<file path="src/rtl/vga_timing_gen.sv">
// -----------------------------------------------------------------------------
// vga_timing_gen
//
// Purpose:
//   Generates VGA-style raster timing (hsync, vsync, data enable, pixel
//   coordinates, frame-start pulse) from a fast input clock divided down to
//   the pixel rate, together with one of four built-in test patterns.
//   All outputs are registered and change together, one clock after the
//   pixel enable that selected the pixel they describe.
//
// Ports:
//   i_clk100MHz    in   1     single clock
//   i_rst_n        in   1     synchronous active-low reset
//   i_mode         in   2     pattern select, taken up only at frame wrap
//   o_hsync        out  1     horizontal sync, active level HS_POL
//   o_vsync        out  1     vertical sync, active level VS_POL
//   o_de           out  1     active-video data enable
//   o_x, o_y       out  12    current pixel coordinates
//   o_frame_start  out  1     one-clock pulse when (0,0) is presented
//   o_red/green/blue out CW   pixel colour, zero outside active video
// -----------------------------------------------------------------------------
module vga_timing_gen #(
   parameter int   CLK_DIV = 4,
   parameter int   H_ACT   = 640,
   parameter int   H_FRONT = 16,
   parameter int   H_SYNC  = 96,
   parameter int   H_BACK  = 48,
   parameter int   V_ACT   = 480,
   parameter int   V_FRONT = 10,
   parameter int   V_SYNC  = 2,
   parameter int   V_BACK  = 33,
   parameter logic HS_POL  = 1'b0,
   parameter logic VS_POL  = 1'b0,
   parameter int   CW      = 4
) (
   input  logic          i_clk100MHz,
   input  logic          i_rst_n,
   input  logic [1:0]    i_mode,
   output logic          o_hsync,
   output logic          o_vsync,
   output logic          o_de,
   output logic [11:0]   o_x,
   output logic [11:0]   o_y,
   output logic          o_frame_start,
   output logic [CW-1:0] o_red,
   output logic [CW-1:0] o_green,
   output logic [CW-1:0] o_blue
);

   localparam int H_TOTAL = H_ACT + H_FRONT + H_SYNC + H_BACK;
   localparam int V_TOTAL = V_ACT + V_FRONT + V_SYNC + V_BACK;
   localparam int BAR_W   = H_ACT / 8;
   localparam int BAR_BW  = (BAR_W > 1) ? $clog2(BAR_W) : 1;

   localparam logic [3:0]        DIV_LAST = 4'(CLK_DIV - 1);
   localparam logic [11:0]       H_LAST   = 12'(H_TOTAL - 1);
   localparam logic [11:0]       V_LAST   = 12'(V_TOTAL - 1);
   localparam logic [BAR_BW-1:0] BAR_LAST = BAR_BW'(BAR_W - 1);

   // Window bounds are one bit wider than the counters so that a segment
   // ending exactly at 4096 still compares correctly.
   localparam logic [12:0] H_ACT_E  = 13'(H_ACT);
   localparam logic [12:0] H_HALF_E = 13'(H_ACT / 2);
   localparam logic [12:0] HS_BEG_E = 13'(H_ACT + H_FRONT);
   localparam logic [12:0] HS_END_E = 13'(H_ACT + H_FRONT + H_SYNC);
   localparam logic [12:0] V_ACT_E  = 13'(V_ACT);
   localparam logic [12:0] VS_BEG_E = 13'(V_ACT + V_FRONT);
   localparam logic [12:0] VS_END_E = 13'(V_ACT + V_FRONT + V_SYNC);

   logic [3:0]        div_cnt;
   logic [11:0]       h_cnt;
   logic [11:0]       v_cnt;
   logic [BAR_BW-1:0] bar_pix;   // pixel position inside the current bar
   logic [2:0]        bar_cnt;   // bar index b, valid while h_cnt < H_ACT
   logic [1:0]        mode_q;    // pattern in force for the current frame

   logic        pix_ce;
   logic        h_wrap;
   logic        v_wrap;
   logic        h_act;
   logic        v_act;
   logic        in_hs;
   logic        in_vs;
   logic        de_now;
   logic [12:0] h_ext;
   logic [12:0] v_ext;
   logic [2:0]  rgb;             // {R,G,B} on/off for the current pixel

   always_comb begin
      // NOTE: every signal written here gets a default first, so no path
      // through the case/if can leave it unassigned and infer a latch.
      rgb    = 3'b000;
      h_ext  = {1'b0, h_cnt};
      v_ext  = {1'b0, v_cnt};
      pix_ce = (div_cnt == DIV_LAST);
      h_wrap = (h_cnt == H_LAST);
      v_wrap = (v_cnt == V_LAST);
      h_act  = (h_ext < H_ACT_E);
      v_act  = (v_ext < V_ACT_E);
      in_hs  = (h_ext >= HS_BEG_E) && (h_ext < HS_END_E);
      in_vs  = (v_ext >= VS_BEG_E) && (v_ext < VS_END_E);
      de_now = h_act && v_act;

      if (de_now) begin
         unique case (mode_q)
            2'd0:    rgb = (h_ext < H_HALF_E) ? 3'b100 : 3'b010;
            2'd1:    rgb = 3'b111 - bar_cnt;
            2'd2:    rgb = (h_cnt[5] ^ v_cnt[5]) ? 3'b000 : 3'b111;
            default: rgb = 3'b111;
         endcase
      end
   end

   always_ff @(posedge i_clk100MHz) begin
      if (!i_rst_n) begin
         // NOTE: sequential state uses non-blocking assignments so every
         // register samples pre-edge values regardless of statement order.
         div_cnt       <= 4'd0;
         h_cnt         <= 12'd0;
         v_cnt         <= 12'd0;
         bar_pix       <= '0;
         bar_cnt       <= 3'd0;
         mode_q        <= 2'd0;
         o_hsync       <= ~HS_POL;
         o_vsync       <= ~VS_POL;
         o_de          <= 1'b0;
         o_x           <= 12'd0;
         o_y           <= 12'd0;
         o_frame_start <= 1'b0;
         o_red         <= '0;
         o_green       <= '0;
         o_blue        <= '0;
      end else begin
         o_frame_start <= 1'b0;
         div_cnt       <= pix_ce ? 4'd0 : div_cnt + 4'd1;

         if (pix_ce) begin
            // Present the pixel the counters point at, then step past it.
            o_hsync       <= in_hs ? HS_POL : ~HS_POL;
            o_vsync       <= in_vs ? VS_POL : ~VS_POL;
            o_de          <= de_now;
            o_x           <= h_cnt;
            o_y           <= v_cnt;
            o_frame_start <= (h_cnt == 12'd0) && (v_cnt == 12'd0);
            o_red         <= {CW{rgb[2]}};
            o_green       <= {CW{rgb[1]}};
            o_blue        <= {CW{rgb[0]}};

            if (h_wrap) begin
               h_cnt   <= 12'd0;
               bar_pix <= '0;
               bar_cnt <= 3'd0;
               if (v_wrap) begin
                  v_cnt  <= 12'd0;
                  // Pattern changes are only taken up as a new frame begins.
                  mode_q <= i_mode;
               end else begin
                  v_cnt <= v_cnt + 12'd1;
               end
            end else begin
               h_cnt <= h_cnt + 12'd1;
               if (h_act) begin
                  if (bar_pix == BAR_LAST) begin
                     bar_pix <= '0;
                     bar_cnt <= bar_cnt + 3'd1;
                  end else begin
                     bar_pix <= bar_pix + BAR_BW'(1);
                  end
               end
            end
         end
      end
   end

endmodule

</file>
<file path="config.mk">
export PLATFORM = sky130hd
export DESIGN_NAME = vga_timing_gen
export DESIGN_NICKNAME = d
export VERILOG_FILES = /design/src/rtl/vga_timing_gen.sv
export SDC_FILE = /design/constraint.sdc
export NUM_CORES = 1
export LEC_CHECK = 0
export CAP_MARGIN = 20
export CORE_MARGIN = 3
export CORE_UTILIZATION = 35
export DETAILED_ROUTE_END_ITERATION = 12
export DONT_BUFFER_PORTS = 1
export PLACE_DENSITY_LB_ADDON = 0.3
export SLEW_MARGIN = 20
export SYNTH_ARGS = -nofsm -noshare
export SYNTH_HDL_FRONTEND = slang
export SYNTH_SLANG_ARGS = --single-unit
</file>
<file path="constraint.sdc">
create_clock -name i_clk100MHz -period 3 [get_ports i_clk100MHz]
set_input_delay 0.3 -clock i_clk100MHz [delete_from_list [all_inputs] [get_ports i_clk100MHz]]
set_output_delay 0.3 -clock i_clk100MHz [all_outputs]
set_load 0.05 [all_outputs]
</file>
# Word-level counts from Yosys, hierarchy flattened
# Cells that the tools add are included.
[op_classes]
n_lt_le_gt_ge = 7
n_bitwise = 2
mul = 0
n_mux = 14
add_sub_neg = 6
n_eq_ne = 6
shift = 0
n_reduce_logical = 15
n_div = 0
[ops]
columns = ["op", "count"]
rows = [
  ["$lt 12x9->1 const B", 3],
  ["$add 12x1->12 const B", 2],
  ["$eq 12x10->1 const B", 2],
  ["$logic_not 12->1", 2],
  ["$lt 12x10->1 const B", 2],
  ["$mux 12", 2],
  ["$mux 7", 3],
  ["$mux 3", 6],
  ["$ge 12x10->1 const B", 1],
  ["$ge 12x9->1 const B", 1],
  ["$pmux 3 s3", 1],
  ["$add 7x1->7 const B", 1],
  ["$eq 7x7->1 const B", 1],
  ["$reduce_and 2->1", 3],
  ["$reduce_and 3->1", 2],
  ["$add 4x1->4 const B", 1],
  ["$eq 4x2->1 const B", 1],
  ["$logic_and 1x1->1", 4],
  ["$reduce_bool 2->1", 2],
  ["$add 3x1->3 const B", 1],
  ["$sub 3x3->3 const A", 1],
  ["$eq 2x1->1 const B", 1],
  ["$eq 2x2->1 const B", 1],
  ["$logic_not 2->1", 1],
  ["4 further kinds", 5],
]
[word_totals]
in_bits = 4
output_inout_bits = 40
ff_bits = 71
wordCells = 65
memories = 0
latch_bits = 0
rom_bits = 0
mem_bits_rw = 0

# Longest topological paths before layout
[depth]
word_depth = 4
ltp_mapped = 8
mapped_depth_nobuf = 7

# Least setup slack after synthesis
# Ideal clock, no wire load.
[synth_path]
path_kind = "reg-to-reg"
start = "register v_cnt[0]"
end = "register mode_q[0]"
required_time_ns = 2.883
n_path_buf = 1
setup_ns = 0.117
period_less_slack_ns = 2.129
path_stages_with_launch = 9
slack_ns = 0.871
t_arrival_ns = 2.012
cell_sequence = "dfxtp_1 -> inv_1 -> ha_1 -> or4b_4 -> or4_4 -> or2_1 -> buf_6 -> mux2i_1 -> nor2_1"
[synth_via]
elab_chain_len = 2
[synth_lines]
columns = ["item", "line", "rtl"]
rows = [
  ["start: declaration", "72", "logic [11:0] v_cnt;"],
  ["start signal: assignment", "158", "v_cnt <= v_cnt + 12'd1;"],
  ["$eq 12x10->1", "97", "v_wrap = (v_cnt == V_LAST);"],
  ["$reduce_and 3->1 (no source line)", "-", ""],
  ["end signal: assignment", "156", "mode_q <= i_mode;"],
  ["end: declaration", "75", "logic [1:0] mode_q;"],
]
# No other way between the ends.
# A chain may end at the register's enable or synchronous reset.

# Worst setup path after layout
[layout_path]
start = "register div_cnt[0]"
end = "register h_cnt[9]"
[layout_via]
elab_chain_len = 1
[layout_lines]
columns = ["item", "line", "rtl"]
rows = [
  ["start: declaration", "70", "logic [3:0] div_cnt;"],
  ["start signal: assignment", "135", "div_cnt <= pix_ce ? 4'd0 : div_cnt + 4'd1;"],
  ["$eq 4x2->1", "95", "pix_ce = (div_cnt == DIV_LAST);"],
  ["end signal: assignment", "161", "h_cnt <= h_cnt + 12'd1;"],
  ["end: declaration", "71", "logic [11:0] h_cnt;"],
]
# No other way between the ends.

==> out/metrics.yaml <==
synth:
  yosysUniqueCellTypes: 49
  syn-num-nets: 403
  synth_seq_area_share_pct: 44.20
  synthFlopType: "dfxtp_1"
  syn_avg_cell_area_um2: 8.203
  synth_cells: 392
  synth_edf_count: 0
  yosysWarnings: 0
  synthesis.area_um2: 3216
  synth-simple-area-share_pct: 29.61
  synth_top_family_by_area: "simple AND/OR/NAND/NOR gates"
  synthAdderAreaFrac_pct: 2.724
  synth_xor_area_share_pct: 7.626
  synth_async_sr_flop_share_pct: 0
  ys_seq_elements: 71
  synth_mux_area_share_pct: 0.6226
  synth_compound_area_share_pct: 9.144
global_routing:
  grt_overflow_total: 0
  grt_start_max_net_pins: 36
  track_usage_pct: 14.68
  grt_pass1_wl_mm: 11.99
  grt_pass1_vias: 2319
  antenna_found_initial: 0
cells_and_area:
  fin_cells: 488
  drive_gt1_share_pct: 9.474
  fill_cells: 892
  antenna_cells: 0
  nets: 386
  final_core_util_pct: 39.50
  synthToLayoutAreaGrowth_pct: 8.171
clocking:
  hold_buffers: 0
  cts-root-buf: "clkbuf_8"
  clk_latency_ns: 0.34
  tritoncts: "built"
  cts-resized-gates: 0
  cts_sinks: 71
  post_cts_buffers: 0
  clk_path_buf_depth: 2
  htreeDepth: 3
  cts_made_buffers: 9
  path_clk_slew_ns: 0.08
worst_hold_path:
  hold_class: "in2reg"
  min_from: "i_rst_n"
worst_setup_path:
  rr_startpoint: "div_cnt[0]$_SDFF_PP0_"
  cp-start-kind: "flop"
  worstSetupStartpoint: "div_cnt[0]$_SDFF_PP0_"
  r2r_cells: 8
  ff2ff_setup_slack_ns: 0.49
  end_kind: "flop"
  path_class: "reg2reg"
  crit_fanout: 21
  crit_arrival_ns: 2.74
  crit_end: "h_cnt[9]$_SDFFE_PN0N_"
  timing.rr.end: "h_cnt[9]$_SDFFE_PN0N_"
  required_ns: 3.23
sta:
  fin_hold_ws_ns: 0.02848
  fmax_mhz: 397.7
  fin_crit_ns: 2.515
  rsz0062_at_grt: "false"
  setup_viol: 0
  tightest_slew_ns: 1.015
  skew_ns: 0.008723
  slew_headroom_pct: 32.36
  timing.final.max_slew_violations: 0
  hold_viol: 0
  fin_setup_tns_ns: 0
  fin_crit_sh_pct: 83.82
die:
  die_area_um2: 10370
  die_w_um: 101.9
  fp.dieH_um: 101.9
  io_pins: 44
  start_util_pct: 36.52
  row_count: 34
  core-area_um2: 8806
drt:
  routed-via-count: 2599
  drt_wl_total_mm: 7.255
  drt_iter0_markers: 158
  wl_per_cell_um: 14.87
  drtPass1Iterations: 4
  drtAntennaViolNets: 0
  drcViolationCount: 0
  viasPerCell: 5.326
placed_design:
  place_inst: 472
  hpwl_mm: 5.197
  io_buffers: 0
  gp_congestion: 0.7951
pwr:
  power_density_nw_per_um2: 570.2
  finalPower_mw: 1.983
  total_leakage_power_nw: 1.212
  ir_drop_mv: 0.2664
run:
  maxCapViolCount: 0
status:
  outcome: "finished, final reports clean"
power breakdown:
part,leakage (nW),switching (mW),total [mW],internal [mW]
registers,0.574,0.0294,0.981,0.952
logic,0.515,0.0479,0.0688,0.0208
clock network,0.122,0.362,0.934,0.572
total,1.21,0.439,1.98,1.54
worst min path at each step:
stage	end	slack, ns	depth (start not counted)
finish	o_hsync$_SDFFE_PN1N_	0.03	1
global route	o_hsync$_SDFFE_PN1N_	0.008	1
CTS	o_hsync$_SDFFE_PN1N_	0.008	1
detailed placement	o_hsync$_SDFFE_PN1N_	0.37	1
global placement	o_hsync$_SDFFE_PN1N_	0.37	1
floorplan	div_cnt[0]$_SDFF_PP0_	0.42	1
flip-flops by register name, indices dropped and copies added (netlist names):
signal / flops
bar_cnt: 3
bar_pix: 7
div_cnt: 4
h_cnt: 12
mode_q: 2
o_blue: 1
o_de: 1
o_frame_start: 1
o_green: 1
o_hsync: 1
o_red: 1
o_vsync: 1
o_x: 12
o_y: 12
v_cnt: 12
critical path, cell delays in order (launching register included):
cell	delay (ns)
dfxtp_1	0.36
ha_1	0.19
or3b_2	0.66
buf_4	0.29
nor4_1	0.38
buf_4	0.21
nand4_1	0.11
xor2_1	0.15
nor2_1	0.05
cell families after synthesis:
group | count (synthesis)
mux | 2
fa+ha+maj | 7
compound gates | 53
flops | 71
simple gates | 192
buf+inv | 39
xor+xnor | 28
synth_stat cells, drive strengths merged (4+ instances only):
master	instances	area, um^2
xnor2	13	113.9
or3	4	25.02
nand3	12	60.06
nand4	14	93.84
a21oi	34	170.2
nor3	12	65.06
xor2	15	131.4
buf	16	108.9
dfxtp	71	1421
and3	6	38.79
inv	6	22.52
nand2	76	292.8
clkbuf	16	60.06
nor4	5	37.53
nor2	40	150.1
ha	7	87.58
o21ai	11	55.05
per-stage QoR:
stage	instance area, um^2	setup slack (ns)
finish	3478	0.4853
global route	3478	0.2994
CTS	3478	0.4431
detailed placement	3233	0.4651
global placement	3233	0.5304
floorplan	3216	0.8713
layout make-up:
| cell class | instances | area (um^2) | share of cell area (%) |
|---|---|---|---|
| multi-input combinational | 282 | 1604 | 46.12 |
| sequential | 71 | 1425 | 40.97 |
| tap | 108 | 135.1 | 3.885 |
| clock buffer | 10 | 137.6 | 3.957 |
| timing repair buffer | 4 | 42.54 | 1.223 |
| inverter | 7 | 26.28 | 0.7554 |
| clock inverter | 6 | 107.6 | 3.094 |
routing by layer:
layer / track usage [%] / share of wire [%] / wire (um) / vias to the layer above
li1: - / - / - / 1295
met1: 19.86 / 46 / 3341 / 1239
met2: 22.74 / 47 / 3421 / 59
met3: 4.505 / 5.6 / 403 / 6
met4: 4.238 / 1.2 / 89 / 0
met5: 0 / 0 / 0 / -
cell usage in the layout (no fill, tap or decap), types with 2 or more instances in the layout:
cell,netlist,layout
nor3_1,11,11
and4_1,2,2
nor2_1,40,40
buf_4,10,3
bufinv_16,0,3
a21oi_1,34,34
dfxtp_1,71,68
clkbuf_8,0,10
xnor2_1,13,13
nand2_1,75,75
and3_1,5,5
o2111ai_1,2,2
or3b_2,2,2
clkinv_2,0,2
nand3_1,12,12
o21ai_0,11,11
or4_1,2,2
nor4_1,4,4
inv_1,6,6
dfxtp_2,0,3
ha_1,7,7
nor2b_1,2,2
mux2i_1,2,2
nor4b_1,2,2
nand4_1,13,13
and2_1,3,3
xor2_1,15,15
or3_1,4,4
Power figures use the tool's default switching activity.
